[config.mk]
export PLATFORM = sky130hd
export DESIGN_NAME = sound_mixer_flat
export DESIGN_NICKNAME = d
export VERILOG_FILES = /design/src/rtl/sound_mixer_pkg.sv /design/src/rtl/sound_mixer_if.sv /design/src/rtl/sound_mix_scale_sat.sv /design/src/rtl/sound_mixer.sv /design/src/flat_wrapper.sv
export SDC_FILE = /design/constraint.sdc
export NUM_CORES = 1
export LEC_CHECK = 0
export BUFFER_PORTS_ARGS = -buffer_cell sky130_fd_sc_hd__buf_2
export CAP_MARGIN = 20
export CORE_MARGIN = 2
export CORE_UTILIZATION = 40
export DETAILED_ROUTE_END_ITERATION = 7
export HOLD_SLACK_MARGIN = 0.03
export SLEW_MARGIN = 20
export SYNTH_ARGS = -nofsm -noshare
export SYNTH_HDL_FRONTEND = slang
export SYNTH_HIERARCHICAL = 1
export SYNTH_SLANG_ARGS = --single-unit
[constraint.sdc]
create_clock -name I_CLK -period 5.1 [get_ports I_CLK]
set_input_delay 0.51 -clock I_CLK [delete_from_list [all_inputs] [get_ports I_CLK]]
set_output_delay 0.51 -clock I_CLK [all_outputs]
set_load 0.05 [all_outputs]
[src/rtl/sound_mixer_pkg.sv]
// Shared widths, register field positions, saturation limits and FSM encoding
// for the stereo sound mixer.
package sound_mixer_pkg;

    localparam int SAMPLE_W = 20;
    localparam int NUM_CH   = 4;
    localparam int ACC_W    = SAMPLE_W + 2;   // four channels summed without overflow
    localparam int PROD_W   = ACC_W + 3;      // accumulator times gain of at most 8
    localparam int VOL_W    = 3;

    localparam int NR50_L_LSB = 4;
    localparam int NR50_R_LSB = 0;
    localparam int NR51_L_LSB = 4;
    localparam int NR51_R_LSB = 0;

    localparam logic signed [SAMPLE_W-1:0] SAT_MAX = {1'b0, {(SAMPLE_W-1){1'b1}}};
    localparam logic signed [SAMPLE_W-1:0] SAT_MIN = {1'b1, {(SAMPLE_W-1){1'b0}}};

    typedef enum logic [1:0] {
        ST_IDLE  = 2'd0,
        ST_ACC   = 2'd1,
        ST_SCALE = 2'd2,
        ST_SAT   = 2'd3
    } mix_state_t;

    function automatic logic signed [ACC_W-1:0] sext_acc(input logic signed [SAMPLE_W-1:0] s);
        return {{(ACC_W-SAMPLE_W){s[SAMPLE_W-1]}}, s};
    endfunction

endpackage

[src/rtl/sound_mixer_if.sv]
// Channel samples, sound registers and mixed stereo output of the sound mixer.
interface sound_mixer_if;
    import sound_mixer_pkg::*;

    logic                I_STROBE;
    logic [SAMPLE_W-1:0] I_CH1_WAVEFORM;
    logic [SAMPLE_W-1:0] I_CH2_WAVEFORM;
    logic [SAMPLE_W-1:0] I_CH3_WAVEFORM;
    logic [SAMPLE_W-1:0] I_CH4_WAVEFORM;
    logic [7:0]          I_NR50;
    logic [7:0]          I_NR51;
    logic                I_NR52_EN;
    logic [SAMPLE_W-1:0] O_LEFT;
    logic [SAMPLE_W-1:0] O_RIGHT;
    logic                O_VALID;
    logic                O_OVERRUN;

    modport master (
        output I_STROBE, I_CH1_WAVEFORM, I_CH2_WAVEFORM, I_CH3_WAVEFORM, I_CH4_WAVEFORM,
               I_NR50, I_NR51, I_NR52_EN,
        input  O_LEFT, O_RIGHT, O_VALID, O_OVERRUN
    );

    modport slave (
        input  I_STROBE, I_CH1_WAVEFORM, I_CH2_WAVEFORM, I_CH3_WAVEFORM, I_CH4_WAVEFORM,
               I_NR50, I_NR51, I_NR52_EN,
        output O_LEFT, O_RIGHT, O_VALID, O_OVERRUN
    );

endinterface

[src/rtl/sound_mix_scale_sat.sv]
// Combinational master-volume stage: acc * (vol + 1), arithmetic >>> 3,
// then clamp to the signed output sample range.
module sound_mix_scale_sat
    import sound_mixer_pkg::*;
(
    input  logic signed [ACC_W-1:0]    acc,
    input  logic        [VOL_W-1:0]    vol,
    output logic signed [SAMPLE_W-1:0] sat
);

    logic        [VOL_W:0]    gain;
    logic signed [PROD_W-1:0] prod;
    logic signed [ACC_W-1:0]  shifted;

    always_comb begin
        gain    = {1'b0, vol} + 4'd1;
        prod    = PROD_W'(acc) * PROD_W'($signed({1'b0, gain}));
        shifted = ACC_W'(prod >>> 3);
        if (shifted > ACC_W'(SAT_MAX)) begin
            sat = SAT_MAX;
        end else if (shifted < ACC_W'(SAT_MIN)) begin
            sat = SAT_MIN;
        end else begin
            sat = SAMPLE_W'(shifted);
        end
    end

endmodule

[src/rtl/sound_mixer.sv]
// Stereo mixer: snapshots four channel samples per strobe, routes them by NR51,
// scales by NR50 and gates on NR52 enable, one stereo pair per strobe.
//
//   state    | meaning
//   ST_IDLE  | waiting for strobe; snapshot inputs on strobe
//   ST_ACC   | add channel ch_idx (0..3) into left/right accumulators
//   ST_SCALE | volume scale + clamp, register outputs
//   ST_SAT   | outputs valid for one cycle, back to idle
module sound_mixer
    import sound_mixer_pkg::*;
(
    input  logic         I_CLK,
    input  logic         I_RESET_L,
    sound_mixer_if.slave bus
);

    mix_state_t                 state, state_nx;
    logic [1:0]                 ch_idx;
    logic signed [SAMPLE_W-1:0] snap_ch [NUM_CH];
    logic [7:0]                 snap_nr50;
    logic [7:0]                 snap_nr51;
    logic                       snap_en;
    logic signed [ACC_W-1:0]    left_acc, right_acc;
    logic signed [SAMPLE_W-1:0] left_sat, right_sat;
    logic [SAMPLE_W-1:0]        left_q, right_q;
    logic                       valid_q, overrun_q;
    logic [NUM_CH-1:0]          route_l, route_r;

    assign route_l = snap_nr51[NR51_L_LSB +: NUM_CH];
    assign route_r = snap_nr51[NR51_R_LSB +: NUM_CH];

    sound_mix_scale_sat u_scale_l (
        .acc (left_acc),
        .vol (snap_nr50[NR50_L_LSB +: VOL_W]),
        .sat (left_sat)
    );

    sound_mix_scale_sat u_scale_r (
        .acc (right_acc),
        .vol (snap_nr50[NR50_R_LSB +: VOL_W]),
        .sat (right_sat)
    );

    always_ff @(posedge I_CLK or negedge I_RESET_L) begin
        if (!I_RESET_L) begin
            state <= ST_IDLE;
        end else begin
            state <= state_nx;
        end
    end

    always_comb begin
        state_nx = state;
        unique case (state)
            ST_IDLE:  if (bus.I_STROBE) state_nx = ST_ACC;
            ST_ACC:   if (ch_idx == 2'(NUM_CH - 1)) state_nx = ST_SCALE;
            ST_SCALE: state_nx = ST_SAT;
            ST_SAT:   state_nx = ST_IDLE;
            default:  state_nx = ST_IDLE;
        endcase
    end

    always_ff @(posedge I_CLK or negedge I_RESET_L) begin
        if (!I_RESET_L) begin
            ch_idx    <= '0;
            for (int i = 0; i < NUM_CH; i++) snap_ch[i] <= '0;
            snap_nr50 <= '0;
            snap_nr51 <= '0;
            snap_en   <= 1'b0;
            left_acc  <= '0;
            right_acc <= '0;
            left_q    <= '0;
            right_q   <= '0;
            valid_q   <= 1'b0;
            overrun_q <= 1'b0;
        end else begin
            valid_q <= 1'b0;
            // a strobe outside idle is dropped; the mix in flight is not disturbed
            if (bus.I_STROBE && state != ST_IDLE) overrun_q <= 1'b1;
            case (state)
                ST_IDLE: begin
                    if (bus.I_STROBE) begin
                        snap_ch[0] <= bus.I_CH1_WAVEFORM;
                        snap_ch[1] <= bus.I_CH2_WAVEFORM;
                        snap_ch[2] <= bus.I_CH3_WAVEFORM;
                        snap_ch[3] <= bus.I_CH4_WAVEFORM;
                        snap_nr50  <= bus.I_NR50;
                        snap_nr51  <= bus.I_NR51;
                        snap_en    <= bus.I_NR52_EN;
                        left_acc   <= '0;
                        right_acc  <= '0;
                        ch_idx     <= '0;
                    end
                end
                ST_ACC: begin
                    if (route_l[ch_idx]) left_acc  <= left_acc  + sext_acc(snap_ch[ch_idx]);
                    if (route_r[ch_idx]) right_acc <= right_acc + sext_acc(snap_ch[ch_idx]);
                    ch_idx <= ch_idx + 2'd1;
                end
                ST_SCALE: begin
                    left_q  <= snap_en ? left_sat  : '0;
                    right_q <= snap_en ? right_sat : '0;
                    valid_q <= 1'b1;
                end
                default: ;
            endcase
        end
    end

    assign bus.O_LEFT    = left_q;
    assign bus.O_RIGHT   = right_q;
    assign bus.O_VALID   = valid_q;
    assign bus.O_OVERRUN = overrun_q;

endmodule

[src/flat_wrapper.sv]
// flat-port wrapper written by rule: the top's interface ports become plain ports
module sound_mixer_flat import sound_mixer_pkg::*;
  (I_CLK, I_RESET_L, bus_I_STROBE, bus_I_CH1_WAVEFORM, bus_I_CH2_WAVEFORM, bus_I_CH3_WAVEFORM, bus_I_CH4_WAVEFORM, bus_I_NR50, bus_I_NR51, bus_I_NR52_EN, bus_O_LEFT, bus_O_RIGHT, bus_O_VALID, bus_O_OVERRUN);
  sound_mixer_if bus_i ();
  input  logic I_CLK;
  input  logic I_RESET_L;
  input wire logic [$bits(bus_i.I_STROBE)-1:0] bus_I_STROBE;
  input wire logic [$bits(bus_i.I_CH1_WAVEFORM)-1:0] bus_I_CH1_WAVEFORM;
  input wire logic [$bits(bus_i.I_CH2_WAVEFORM)-1:0] bus_I_CH2_WAVEFORM;
  input wire logic [$bits(bus_i.I_CH3_WAVEFORM)-1:0] bus_I_CH3_WAVEFORM;
  input wire logic [$bits(bus_i.I_CH4_WAVEFORM)-1:0] bus_I_CH4_WAVEFORM;
  input wire logic [$bits(bus_i.I_NR50)-1:0] bus_I_NR50;
  input wire logic [$bits(bus_i.I_NR51)-1:0] bus_I_NR51;
  input wire logic [$bits(bus_i.I_NR52_EN)-1:0] bus_I_NR52_EN;
  output wire logic [$bits(bus_i.O_LEFT)-1:0] bus_O_LEFT;
  output wire logic [$bits(bus_i.O_RIGHT)-1:0] bus_O_RIGHT;
  output wire logic [$bits(bus_i.O_VALID)-1:0] bus_O_VALID;
  output wire logic [$bits(bus_i.O_OVERRUN)-1:0] bus_O_OVERRUN;
  assign bus_i.I_STROBE = bus_I_STROBE;
  assign bus_i.I_CH1_WAVEFORM = bus_I_CH1_WAVEFORM;
  assign bus_i.I_CH2_WAVEFORM = bus_I_CH2_WAVEFORM;
  assign bus_i.I_CH3_WAVEFORM = bus_I_CH3_WAVEFORM;
  assign bus_i.I_CH4_WAVEFORM = bus_I_CH4_WAVEFORM;
  assign bus_i.I_NR50 = bus_I_NR50;
  assign bus_i.I_NR51 = bus_I_NR51;
  assign bus_i.I_NR52_EN = bus_I_NR52_EN;
  assign bus_O_LEFT = bus_i.O_LEFT;
  assign bus_O_RIGHT = bus_i.O_RIGHT;
  assign bus_O_VALID = bus_i.O_VALID;
  assign bus_O_OVERRUN = bus_i.O_OVERRUN;
  sound_mixer u_core (.I_CLK(I_CLK), .I_RESET_L(I_RESET_L), .bus(bus_i));
endmodule
Word-level counts from Yosys, hierarchy flattened
Index checks and enable logic that the tools add are counted.
{ "word_totals": {"ff_bits": 186, "input_bits": 100, "output_inout_bits": 42} }
{ "op_classes": {"add_sub_neg": 5, "multipliers": 2, "n_lt_le_gt_ge": 6, "eq_ne": 8, "mux": 24, "n_bitwise": 1, "n_reduce_logical": 9} }
{ "ops": {"columns": ["op", "n"], "rows": [
  ["$mux W20", 8],
  ["$pmux W22 S2", 2],
  ["$mux W22", 3],
  ["$mul A22 B5 Y25", 2],
  ["$add A22 B20 Y22", 2],
  ["$gt A22 B20 Y1 const B", 2],
  ["$lt A22 B20 Y1 const B", 2],
  ["$bmux W20 S2", 1],
  ["$add A3 B1 Y4 const B", 2],
  ["$pmux W2 S4", 1],
  ["$eq A2 B2 Y1 const B", 3],
  ["$mux W2", 3],
  ["$ne A2 B1 Y1 const B", 3],
  ["$reduce_and A2 Y1", 3],
  ["$reduce_and A3 Y1", 2],
  ["$bmux W1 S2", 2],
  ["$pmux W2 S2", 1],
  ["$reduce_bool A2 Y1", 2],
  ["$ge A3 B3 Y1 const B", 1],
  ["$lt A2 B3 Y1 const B", 1],
  ["$mux W1", 3],
  ["$not A2 Y3", 1],
  ["$add A2 B1 Y2 const B", 1],
  ["$eq A2 B1 Y1 const B", 1],
  ["3 further kinds", 3]
]} }

Depth between registers and ports, before layout
Gate-level depths: netlist of run 1.
{ "depth": {"ltp_word": 7, "mapped_depth": 22} }

Hierarchy
Netlist of run 1, hierarchy kept.
{ "by_module_without_submodules": {"columns": ["module", "instances", "cells_per_inst", "area_per_inst_um2", "seq_area_each_um2"], "rows": [
  ["sound_mixer", 1, 881, 9684.3, 4629.4],
  ["sound_mix_scale_sat at u_core.u_scale_r", 1, 438, 3495.9, 0.0],
  ["sound_mix_scale_sat at u_core.u_scale_l", 1, 454, 3460.8, 0.0]
]} }

Worst setup path before layout of run 1
No wires, ideal clock.
{ "synth_timing": {"path_type": "register to register", "from": "register u_core.snap_nr50[4]", "to": "register u_core.left_q[12], in the netlist u_core/bus.O_LEFT[12]", "setup_time_ns": 0.083, "arrival_ns": 4.951, "t_required_ns": 5.017, "path_slack_ns": 0.066, "stages_incl_launch_ff": 23, "path_buffers": 3, "synth_period_minus_slack_ns": 5.034, "cell_sequence": "dfrtp_1 > ha_1 > xor2_1 > clkbuf_1 > and2_1 > ha_1 > fa_1 > inv_1 > fa_1 > inv_1 > ha_1 > a2111oi_2 > o21ai_1 > a21oi_2 > a21oi_2 > o41ai_2 > xnor2_1 > buf_6 > nand2_2 > buf_6 > a31oi_1 > nand3_1 > o21ai_0"} }
{ "synth_between": {"elab_chain_len": 6, "word_cells_on_any_way": 7, "classes_between": "1 x add/sub; 1 x mul; 2 x order compare; 3 x mux"} }
{ "synth_rtl": {"columns": ["item", "line", "source"], "rows": [
  ["start, declared", "sound_mixer.sv:20", "logic [7:0] snap_nr50;"],
  ["start signal, assigned", "sound_mixer.sv:87", "snap_nr50 <= bus.I_NR50;"],
  ["$add A3 B1 Y4 *", "sound_mix_scale_sat.sv:16", "gain = {1'b0, vol} + 4'd1;"],
  ["$mul A22 B5 Y25 *", "sound_mix_scale_sat.sv:17", "prod = PROD_W'(acc) * PROD_W'($signed({1'b0, gain}));"],
  ["$lt A22 B20 Y1", "sound_mix_scale_sat.sv:21", "end else if (shifted < ACC_W'(SAT_MIN)) begin"],
  ["$mux W20", "sound_mix_scale_sat.sv:21", null],
  ["$mux W20 *", "sound_mix_scale_sat.sv:19", "if (shifted > ACC_W'(SAT_MAX)) begin"],
  ["named net u_core.left_sat[12]", "sound_mixer.sv:24", "logic signed [SAMPLE_W-1:0] left_sat, right_sat;"],
  ["$mux W20 *", "sound_mixer.sv:101", "left_q <= snap_en ? left_sat : '0;"],
  ["end signal, assigned", "sound_mixer.sv:101", null],
  ["end, declared", "sound_mixer.sv:25", "logic [SAMPLE_W-1:0] left_q, right_q;"]
]} }
The timed path passes the listed nets; every way through them passes the cells marked *.
A chain may end at the register's enable or synchronous reset.

Final worst setup path of run 1
{ "layout_timing": {"from": "register u_core.snap_nr50[0]", "to": "register u_core.right_q[1], in the netlist u_core/bus.O_RIGHT[1]"} }
{ "layout_between": {"elab_chain_len": 6, "word_cells_on_any_way": 7, "classes_between": "1 x add/sub; 1 x mul; 2 x order compare; 3 x mux"} }
{ "layout_rtl": {"columns": ["item", "line", "source"], "rows": [
  ["$add A3 B1 Y4 *", "sound_mix_scale_sat.sv:16", null],
  ["$mul A22 B5 Y25 *", "sound_mix_scale_sat.sv:17", null],
  ["$lt A22 B20 Y1", "sound_mix_scale_sat.sv:21", null],
  ["$mux W20", "sound_mix_scale_sat.sv:21", null],
  ["$mux W20 *", "sound_mix_scale_sat.sv:19", null],
  ["named net u_core.right_sat[1]", "sound_mixer.sv:24", null],
  ["$mux W20 *", "sound_mixer.sv:102", "right_q <= snap_en ? right_sat : '0;"],
  ["end signal, assigned", "sound_mixer.sv:102", null],
  ["end, declared", "sound_mixer.sv:25", null]
]} }
Marks and branches as above.

==> flow_summary.ini, run 1 <==
[outcome]
status = completed

[cts]
ctsLongestPathBuffers = 2
cts_tree = done
cts-root-buf = clkbuf_16
htree_levels = 4
clkSinkCount = 185
worstSkewPairLatency_ns = 0.46
cts_inserted_buffers = 17
clkTransAtPathRegs_ns = 0.08
holdBufCountCts = 0

[floorplan]
die_area_um2 = 43200
initial_core_util_pct = 40.7
core.rowCount = 74
die_w_um = 208
die_y_um = 208
coreArea_um2 = 40900
io_pins = 142

[power]
p_sw_share_pct = 48.6
clockPowerShare_pct = 9.1
power.switching_mw = 7.36
power_frac_seq_pct = 17.2
p_total_mw = 15.1
p_int_mw = 7.78
leakage_nw = 9.62
p_per_area_nw_per_um2 = 746
combPwrFrac_pct = 73.7
max-vdd-ir-drop_mv = 0.376

[timing]
fmax_mhz = 198
maxSlewViolCount = 0
setup_viol = 0
finalCriticalPeriod_ns = 5.05
worstMarginPinSlew_ns = 0.823
layout_worst_path_cycle_share_pct = 99.1
slew_headroom_pct = 45.0
hold_viol = 0
rsz0062_at_grt = yes
tns_ns = 0
fin_worst_skew_ns = 0.0170

[synthesis]
synth_enable_flop_cells = 0
synth.area.top_cells = dfrtp_1 28%, ha_1 10%, fa_1 10%
synthTopCellsByCount = 230 x inv_1, 185 x dfrtp_1, 138 x ha_1, 125 x and2_1, 109 x nand2_1
synth_warnings = 6
syn_area_per_cell_um2 = 9.39
syn_area_um2 = 16600
synth_cell_types = 86
synth_ff_type = dfrtp_1
synth_top_cell_by_area = dfrtp_1
syn_nets = 2097
yosysTopAreaCellShare_pct = 27.8
yosysMostFrequentCell = inv_1
ys_seq_area_share_pct = 27.8
synthCells = 1773
synth-async-reset-ratio_pct = 100
ys_seq_elements = 185

[worst_setup_path]
arrival_ns = 5.44
cp.required_ns = 5.48
start_kind = flip-flop
critical_path_class = reg2reg
path_max_fanout = 8
worstReg2RegStart = u_core/snap_nr50[0]$_DFFE_PN0P_
crit_start = u_core/snap_nr50[0]$_DFFE_PN0P_
worst_setup_path_end_kind = flip-flop

[detailed_routing]
vias = 13300
ant_nets = 0
first_iter_violations = 560
drt_first_pass_iters = 5
routed_wl_um = 41700
wire_per_inst_um = 16.2
viasPerCell = 5.17
drc = 0

[placement]
numPlacedInstances = 2511
dpl-instance-area_um2 = 18800
numPortBuffers = 139
globalplace.congestion = 0.858
dpl.hpwl_um = 31800

[grt]
grt.total_usage_pct = 19.2
antenna_found_initial = 5
gr-total-overflow = 0
grt_pass1_vias = 13500
grt_pass1_wl_um = 67900
grt_max_degree = 106

[layout]
stdcell_area_um2 = 20300
layout.cells.non_filler = 2567
post-route-util_pct = 49.6
drive_gt1_share_pct = 28.4
area_delta_synth_final_pct = 21.9
nets = 2345
fillers = 3813

[job]
maxCapViolCount = 0

[worst_hold_path]
hold_path_class = in2async
[cell type report]
type                       count  area (µm²)  area share [%]
timing repair buffer         296        1990            9.82
clock buffer                  17         425            2.10
inverter                     231         867            4.27
multi-input combinational   1290       11500            56.8
tap                          532         666            3.28
antenna                        1        2.50          0.0123
clock inverter                15         171           0.845
sequential                   185        4630            22.8
[layout by cell type, fill, tap and decap left out, types with 86 or more instances in the layout]
cell     count
dfrtp_1    181
fa_1        86
buf_4      135
nand2_1    107
buf_2      139
inv_1      226
mux2_2      95
and2_1     116
o21ai_0     89
ha_1       113
[critical path, stage by stage (launching register included)]
cell and delay, ns:
dfrtp_1 0.43, ha_4 0.22, xor2_4 0.20, buf_6 0.15, buf_4 0.13, and2_1 0.15, ha_1 0.27, inv_1 0.05
fa_1 0.51, fa_1 0.52, inv_1 0.04, ha_1 0.30, a21o_1 0.25, a21o_1 0.22, nor4_2 0.33, a21oi_2 0.11
nor2_2 0.15, xnor2_2 0.16, buf_4 0.16, a21oi_4 0.04, buf_12 0.14, buf_6 0.12, a21oi_1 0.11, nand3_1 0.09
o21ai_1 0.11
[stage by stage]
stage	hold slack [ns]	setup slack, ns
detailed placement	0.447	-0.457
finish	0.0514	0.0482
global route	0.0888	-0.150
global placement	0.437	-0.376
floorplan	0.214	0.0663
CTS	0.0769	0.00981
[path summary, 6_finish.rpt]
path                                                     end  cells after the start  slack, ns
setup / recovery           u_core/bus.O_RIGHT[1]$_DFFE_PN0P_                     24       0.05
hold / removal                u_core/snap_ch[16]$_DFFE_PN0P_                      1       0.05
setup reg to reg           u_core/bus.O_RIGHT[1]$_DFFE_PN0P_                     24       0.05
hold reg to reg             u_core/bus.O_OVERRUN$_DFFE_PN0P_                      1       0.47
max in group asynchronous    u_core/snap_nr50[6]$_DFFE_PN0P_                      2       4.01
min in group I_CLK            u_core/snap_ch[35]$_DFFE_PN0P_                      2       0.28
[what timing repair did]
item,4_1_cts,5_1_grt
setup endpoints to repair,40,39
resized for setup,25,112
pin swaps,6,51
cloned,1,4
setup buffers,3,15
[power by group through the flow]
| stage | registers (mW) | logic (mW) | clock network, mW |
|---|---|---|---|
| floorplan | 2.76 | 7.03 | 0 |
| global placement | 2.58 | 9.94 | 0 |
| detailed placement | 2.62 | 10.1 | 0 |
| CTS | 2.60 | 10.3 | 1.41 |
| global route | 2.71 | 12.3 | 1.47 |
| finish | 2.61 | 11.2 | 1.37 |
[state kept, by name, summed over array words and instances (netlist names)]
name	cells
u_core/bus.O_LEFT	20
u_core/bus.O_OVERRUN	1
u_core/bus.O_RIGHT	20
u_core/bus.O_VALID	1
u_core/ch_idx	2
u_core/left_acc	22
u_core/right_acc	22
u_core/snap_ch	80
u_core/snap_en	1
u_core/snap_nr50	6
u_core/snap_nr51	8
u_core/state	2
[logic make-up after synthesis]
| family | Yosys count | share of synthesized area, % |
|---|---|---|
| adders and majority gates | 224 | 20.7 |
| AOI/OAI and AO/OA | 372 | 14.8 |
| xor gates and xnor gates | 79 | 4.25 |
| and+or+nand+nor | 491 | 15.7 |
| buffers and inverters | 302 | 7.14 |
| DFF | 185 | 27.8 |
| muxes | 120 | 9.59 |
[layer usage]
metal  track usage (%)  routed length (µm)  up-vias
li1                  -                   -     6556
met1              26.3               19900     6379
met2              30.4               18700      283
met3              4.77                2370       41
met4              4.65                 692        8
met5                 0                  46        -
No activity file was read; power rests on OpenSTA's default activity.
==> run 2, diff against run 1 <==
--- a/config.mk
+++ b/config.mk
@@ -8,9 +8,11 @@
 export BUFFER_PORTS_ARGS = -buffer_cell sky130_fd_sc_hd__buf_2
 export CAP_MARGIN = 20
 export CORE_MARGIN = 2
-export CORE_UTILIZATION = 40
+export CORE_UTILIZATION = 55
+export CTS_CLUSTER_DIAMETER = 150
 export DETAILED_ROUTE_END_ITERATION = 7
 export HOLD_SLACK_MARGIN = 0.03
+export PLACE_DENSITY = 0.77
 export SLEW_MARGIN = 20
 export SYNTH_ARGS = -nofsm -noshare
 export SYNTH_HDL_FRONTEND = slang
==> flow_summary.ini, run 2 (synthesized netlist as in run 1, its figures left out) <==
[outcome]
status = completed

[cts]
worstSkewPairLatency_ns = 0.45
ctsLongestPathBuffers = 2
clkTransAtPathRegs_ns = 0.09
htree_levels = 4
cts_inserted_buffers = 17
clkSinkCount = 185
cts-root-buf = clkbuf_16
cts_tree = done
holdBufCountCts = 0

[power]
p_per_area_nw_per_um2 = 760
leakage_nw = 9.41
max-vdd-ir-drop_mv = 0.514
p_total_mw = 15.1

[floorplan]
die_y_um = 178
die_area_um2 = 31700
io_pins = 142
initial_core_util_pct = 56.0
die_w_um = 178
coreArea_um2 = 29700
core.rowCount = 63

[grt]
antenna_found_initial = 3
grt_pass1_vias = 13500
grt_max_degree = 92
gr-total-overflow = 0
grt_pass1_wl_um = 66300
grt.total_usage_pct = 26.0

[layout]
reg_top3 = u_core/snap_ch x80, u_core/left_acc x22, u_core/right_acc x22
stdcell_area_um2 = 19900
diodes = 0
post-route-util_pct = 67.1
final_common_cell = inv_1
drive_gt1_share_pct = 27.6
layout_common_cells = 222 x inv_1, 181 x dfrtp_1, 139 x buf_2, 115 x and2_1, 107 x nand2_1
fillers = 2236
nets = 2304
top_register = u_core/snap_ch
largest_reg_flops = 80
area_delta_synth_final_pct = 19.8

[worst_hold_path]
hold_path_class = in2async

[timing]
hold_viol = 0
rsz0062_at_grt = yes
fin_worst_skew_ns = 0.0188
setup_viol = 0
finalCriticalPeriod_ns = 5.08
tns_ns = 0
maxSlewViolCount = 0
slew_headroom_pct = 33.7
fmax_mhz = 197
setup_ws_ns = 0.0175
worstMarginPinSlew_ns = 0.995
layout_worst_path_cycle_share_pct = 99.7

[job]
maxCapViolCount = 0

[placement]
dp_slack_ns = -0.591
globalplace.congestion = 0.922
numPortBuffers = 139
dpl-instance-area_um2 = 18200
dpl.hpwl_um = 30400

[worst_setup_path]
critical_path_class = reg2reg
worst_setup_path_end_kind = flip-flop
cp.required_ns = 5.46
path_max_fanout = 8
arrival_ns = 5.44
start_kind = flip-flop

[detailed_routing]
wire_per_inst_um = 17.7
first_iter_violations = 891
ant_nets = 0
vias = 13500
drc = 0
drt_first_pass_iters = 5
viasPerCell = 5.69
routed_wl_um = 42100
## run 2: cell count changes in the layout (fill, tap and decap cells not counted), sizes merged
cell,change
buf,-39
clkinvlp,-1
clkinv,-1
bufinv,+1
xor2,-1
inv,+1
diode,-1
a21oi,-1
## run 2: layout make-up
cell class                      count  area [µm²]  area share (%)
Timing Repair Buffer              257        1730            8.69
Clock buffer                       17         425            2.13
Inverter                          231         867            4.35
Tap cell                          390         488            2.45
Multi-Input combinational cell   1288       11600            58.1
Clock inverter                     15         210            1.05
Sequential cell                   185        4630            23.2
## run 2: through the flow
| stage | instances | hold WS [ns] |
|---|---|---|
| finish | 2383 | 0.0511 |
| global route | 2383 | 0.0944 |
| CTS | 2364 | 0.0729 |
| detailed placement | 2323 | 0.442 |
| global placement | 2323 | 0.436 |
| floorplan | 1773 | 0.214 |
## run 2: worst paths after layout
| check | from | slack, ns | end | cells after the start |
|---|---|---|---|---|
| hold reg to reg | u_core/bus.O_OVERRUN$_DFFE_PN0P_ | 0.46 | u_core/bus.O_OVERRUN$_DFFE_PN0P_ | 1 |
| setup reg to reg | u_core/snap_nr50[0]$_DFFE_PN0P_ | 0.02 | u_core/bus.O_RIGHT[12]$_DFFE_PN0P_ | 25 |
| setup / recovery | u_core/snap_nr50[0]$_DFFE_PN0P_ | 0.02 | u_core/bus.O_RIGHT[12]$_DFFE_PN0P_ | 25 |
| max in group asynchronous | I_RESET_L | 3.73 | u_core/snap_nr50[2]$_DFFE_PN0P_ | 2 |
| min in group I_CLK | bus_I_CH1_WAVEFORM[7] | 0.29 | u_core/snap_ch[67]$_DFFE_PN0P_ | 2 |
| hold / removal | I_RESET_L | 0.05 | u_core/snap_ch[16]$_DFFE_PN0P_ | 1 |
## run 2: report_power, final
part / leakage [nW] / total, mW / internal [mW] / switching [mW]
sequential: 2.30 / 2.68 / 2.10 / 0.580
clock: 0.307 / 1.41 / 0.721 / 0.694
combinational: 6.80 / 11.1 / 4.91 / 6.15
total: 9.41 / 15.1 / 7.73 / 7.42
## run 2: what timing repair did
action,4_1_cts,5_1_grt
pin swaps,15,57
buffers inserted,8,17
gates resized for setup,31,124
cloned,2,3
endpoints found under the setup margin,39,39
## run 2: metal layers
layer	wire [µm]	global-route usage, %	vias up
li1	-	-	6465
met1	18300	34.4	6578
met2	19900	42.8	421
met3	2750	6.00	79
met4	1090	7.38	6
met5	29	0	-
## run 2: worst max-delay path, stage by stage, from the launching register on
cell and delay (ns):
dfrtp_2 0.46, ha_4 0.22, xor2_4 0.16, buf_12 0.15, buf_6 0.12, and2_1 0.17
ha_4 0.22, fa_1 0.54, inv_1 0.06, fa_1 0.53, inv_1 0.07, ha_4 0.24
a21o_1 0.18, a21o_1 0.21, a21oi_2 0.16, o21ai_2 0.09, a31o_4 0.26, a31oi_4 0.19
xnor2_2 0.16, buf_4 0.18, a21oi_4 0.06, buf_12 0.13, buf_12 0.13, a21oi_2 0.09
nand3_1 0.08, o21ai_1 0.14
==> run 3, diff against run 2 <==
--- a/config.mk
+++ b/config.mk
@@ -12,6 +12,7 @@
 export CTS_CLUSTER_DIAMETER = 150
 export DETAILED_ROUTE_END_ITERATION = 7
 export HOLD_SLACK_MARGIN = 0.03
+export MAX_ROUTING_LAYER = met4
 export PLACE_DENSITY = 0.77
 export SLEW_MARGIN = 20
 export SYNTH_ARGS = -nofsm -noshare
==> flow_summary.ini, run 3 (synthesized netlist as in run 1, its figures left out) <==
[cts]
clkTransAtPathRegs_ns = 0.08
cts_inserted_buffers = 17
holdBufCountCts = 0
cts_tree = done
cts-root-buf = clkbuf_16
ctsLongestPathBuffers = 2
worstSkewPairLatency_ns = 0.44
htree_levels = 4
clkSinkCount = 185

[worst_hold_path]
hold_path_class = in2async

[layout]
largest_reg_flops = 80
diodes = 0
drive_gt1_share_pct = 29.1
reg_top3 = u_core/snap_ch x80, u_core/left_acc x22, u_core/right_acc x22
layout_common_cells = 219 x inv_1, 180 x dfrtp_1, 138 x buf_2, 114 x and2_1, 105 x nand2_1
final_common_cell = inv_1
nets = 2309
area_delta_synth_final_pct = 21.5
layout.cells.non_filler = 2388
top_register = u_core/snap_ch
post-route-util_pct = 68.0

[worst_setup_path]
start_kind = flip-flop
path_max_fanout = 5
worst_setup_path_end_kind = flip-flop
cp.required_ns = 5.38
arrival_ns = 5.46
reg2reg_slack_ns = -0.08
critical_path_class = reg2reg

[detailed_routing]
drt_first_pass_iters = 6
first_iter_violations = 834
wire_per_inst_um = 17.9
viasPerCell = 5.71
routed_wl_um = 42700
vias = 13600
ant_nets = 0
drc = 0

[timing]
setup_ws_ns = -0.0781
worstMarginPinSlew_ns = 1.03
slew_headroom_pct = 31.2
setup_viol = 9
layout_worst_path_cycle_share_pct = 102
fin_worst_skew_ns = 0.0122
finalCriticalPeriod_ns = 5.18
rsz0062_at_grt = yes
fmax_mhz = 193
hold_viol = 0
maxSlewViolCount = 0

[placement]
dp_slack_ns = -0.667
globalplace.congestion = 0.900
numPlacedInstances = 2325
numPortBuffers = 139
dpl.hpwl_um = 29900

[job]
maxCapViolCount = 0

[grt]
grt_pass1_wl_um = 66700
grt_pass1_vias = 13700
grt_max_degree = 186
grt.total_usage_pct = 27.0
antenna_found_initial = 0
gr-total-overflow = 0

[outcome]
status = finished, violations left
violations = negative setup slack

[floorplan]
initial_core_util_pct = 56.0
coreArea_um2 = 29700
core.rowCount = 63
die_w_um = 178
die_y_um = 178
io_pins = 142
die_area_um2 = 31700
==> run 3: cell types whose count changed in the layout (fill, tap and decap cells not counted), sizes merged <==
cell / change
buf: +3
clkbuf: +3
clkinv: +2
inv: -2
bufinv: -1
==> run 3: layer usage <==
layer  track usage (%)  share of wire [%]  vias up
met5                 -                  0        -
met4              7.55                2.4        0
met3              4.54                6.3       62
met2              42.9                 47      494
met1              35.7                 44     6595
li1                  -                  -     6482
==> run 3: what timing repair did <==
action / in CTS / in global routing
resized for setup: 47 / 145
setup endpoints to repair: 40 / 39
pin swaps: 26 / 60
buffers inserted: 12 / 15
gates cloned: 1 / 5
==> run 3: stage by stage <==
stage	cell area (µm²)	TNS, ns	hold slack [ns]
after floorplan	16600	0	0.214
after global placement	18300	-10.78	0.436
after detailed placement	18300	-17.50	0.445
after CTS	19300	0	0.270
after global routing	20200	-4.06	0.272
final	20200	-0.157	0.164
==> run 3: path summary, 6_finish.rpt <==
| path | start | end | cells after the start |
|---|---|---|---|
| min in group I_CLK | bus_I_CH3_WAVEFORM[7] | u_core/snap_ch[27]$_DFFE_PN0P_ | 2 |
| worst max-delay path | u_core/snap_nr50[0]$_DFFE_PN0P_ | u_core/bus.O_RIGHT[2]$_DFFE_PN0P_ | 24 |
| worst min-delay path | I_RESET_L | u_core/snap_ch[77]$_DFFE_PN0P_ | 2 |
| worst min register to register | u_core/bus.O_OVERRUN$_DFFE_PN0P_ | u_core/bus.O_OVERRUN$_DFFE_PN0P_ | 1 |
| worst max register to register | u_core/snap_nr50[0]$_DFFE_PN0P_ | u_core/bus.O_RIGHT[2]$_DFFE_PN0P_ | 24 |
| max in group asynchronous | I_RESET_L | u_core/snap_en$_DFFE_PN0P_ | 2 |
==> run 3: cell type report <==
| cell class | count | area, µm² |
|---|---|---|
| multi-input cells | 1288 | 11700 |
| fillers | 2176 | 9500 |
| flip-flops and latches | 185 | 4640 |
| repair buffers | 262 | 1870 |
| inverters | 231 | 867 |
| well taps | 390 | 488 |
| clock buffers | 18 | 429 |
| clock inverters | 14 | 175 |
==> run 3: worst max-delay path, stage by stage (launching register included) <==
cell       delay (ns)
dfrtp_2          0.45
ha_4             0.19
xor2_4           0.24
clkbuf_16        0.20
and2_4           0.16
ha_4             0.20
fa_1             0.53
inv_1            0.05
fa_1             0.53
inv_1            0.06
ha_4             0.17
a2111oi_4        0.44
o21ai_4          0.12
a21oi_4          0.22
o21ai_2          0.10
a31o_4           0.26
a31oi_4          0.18
xnor2_2          0.09
buf_4            0.16
a21oi_4          0.19
buf_12           0.14
buf_6            0.10
a21oi_1          0.04
nand3_1          0.10
o21ai_0          0.11
Power of run 3 is not shown: default switching activity piles up to over one toggle a cycle in this logic, so the estimate is an artifact.
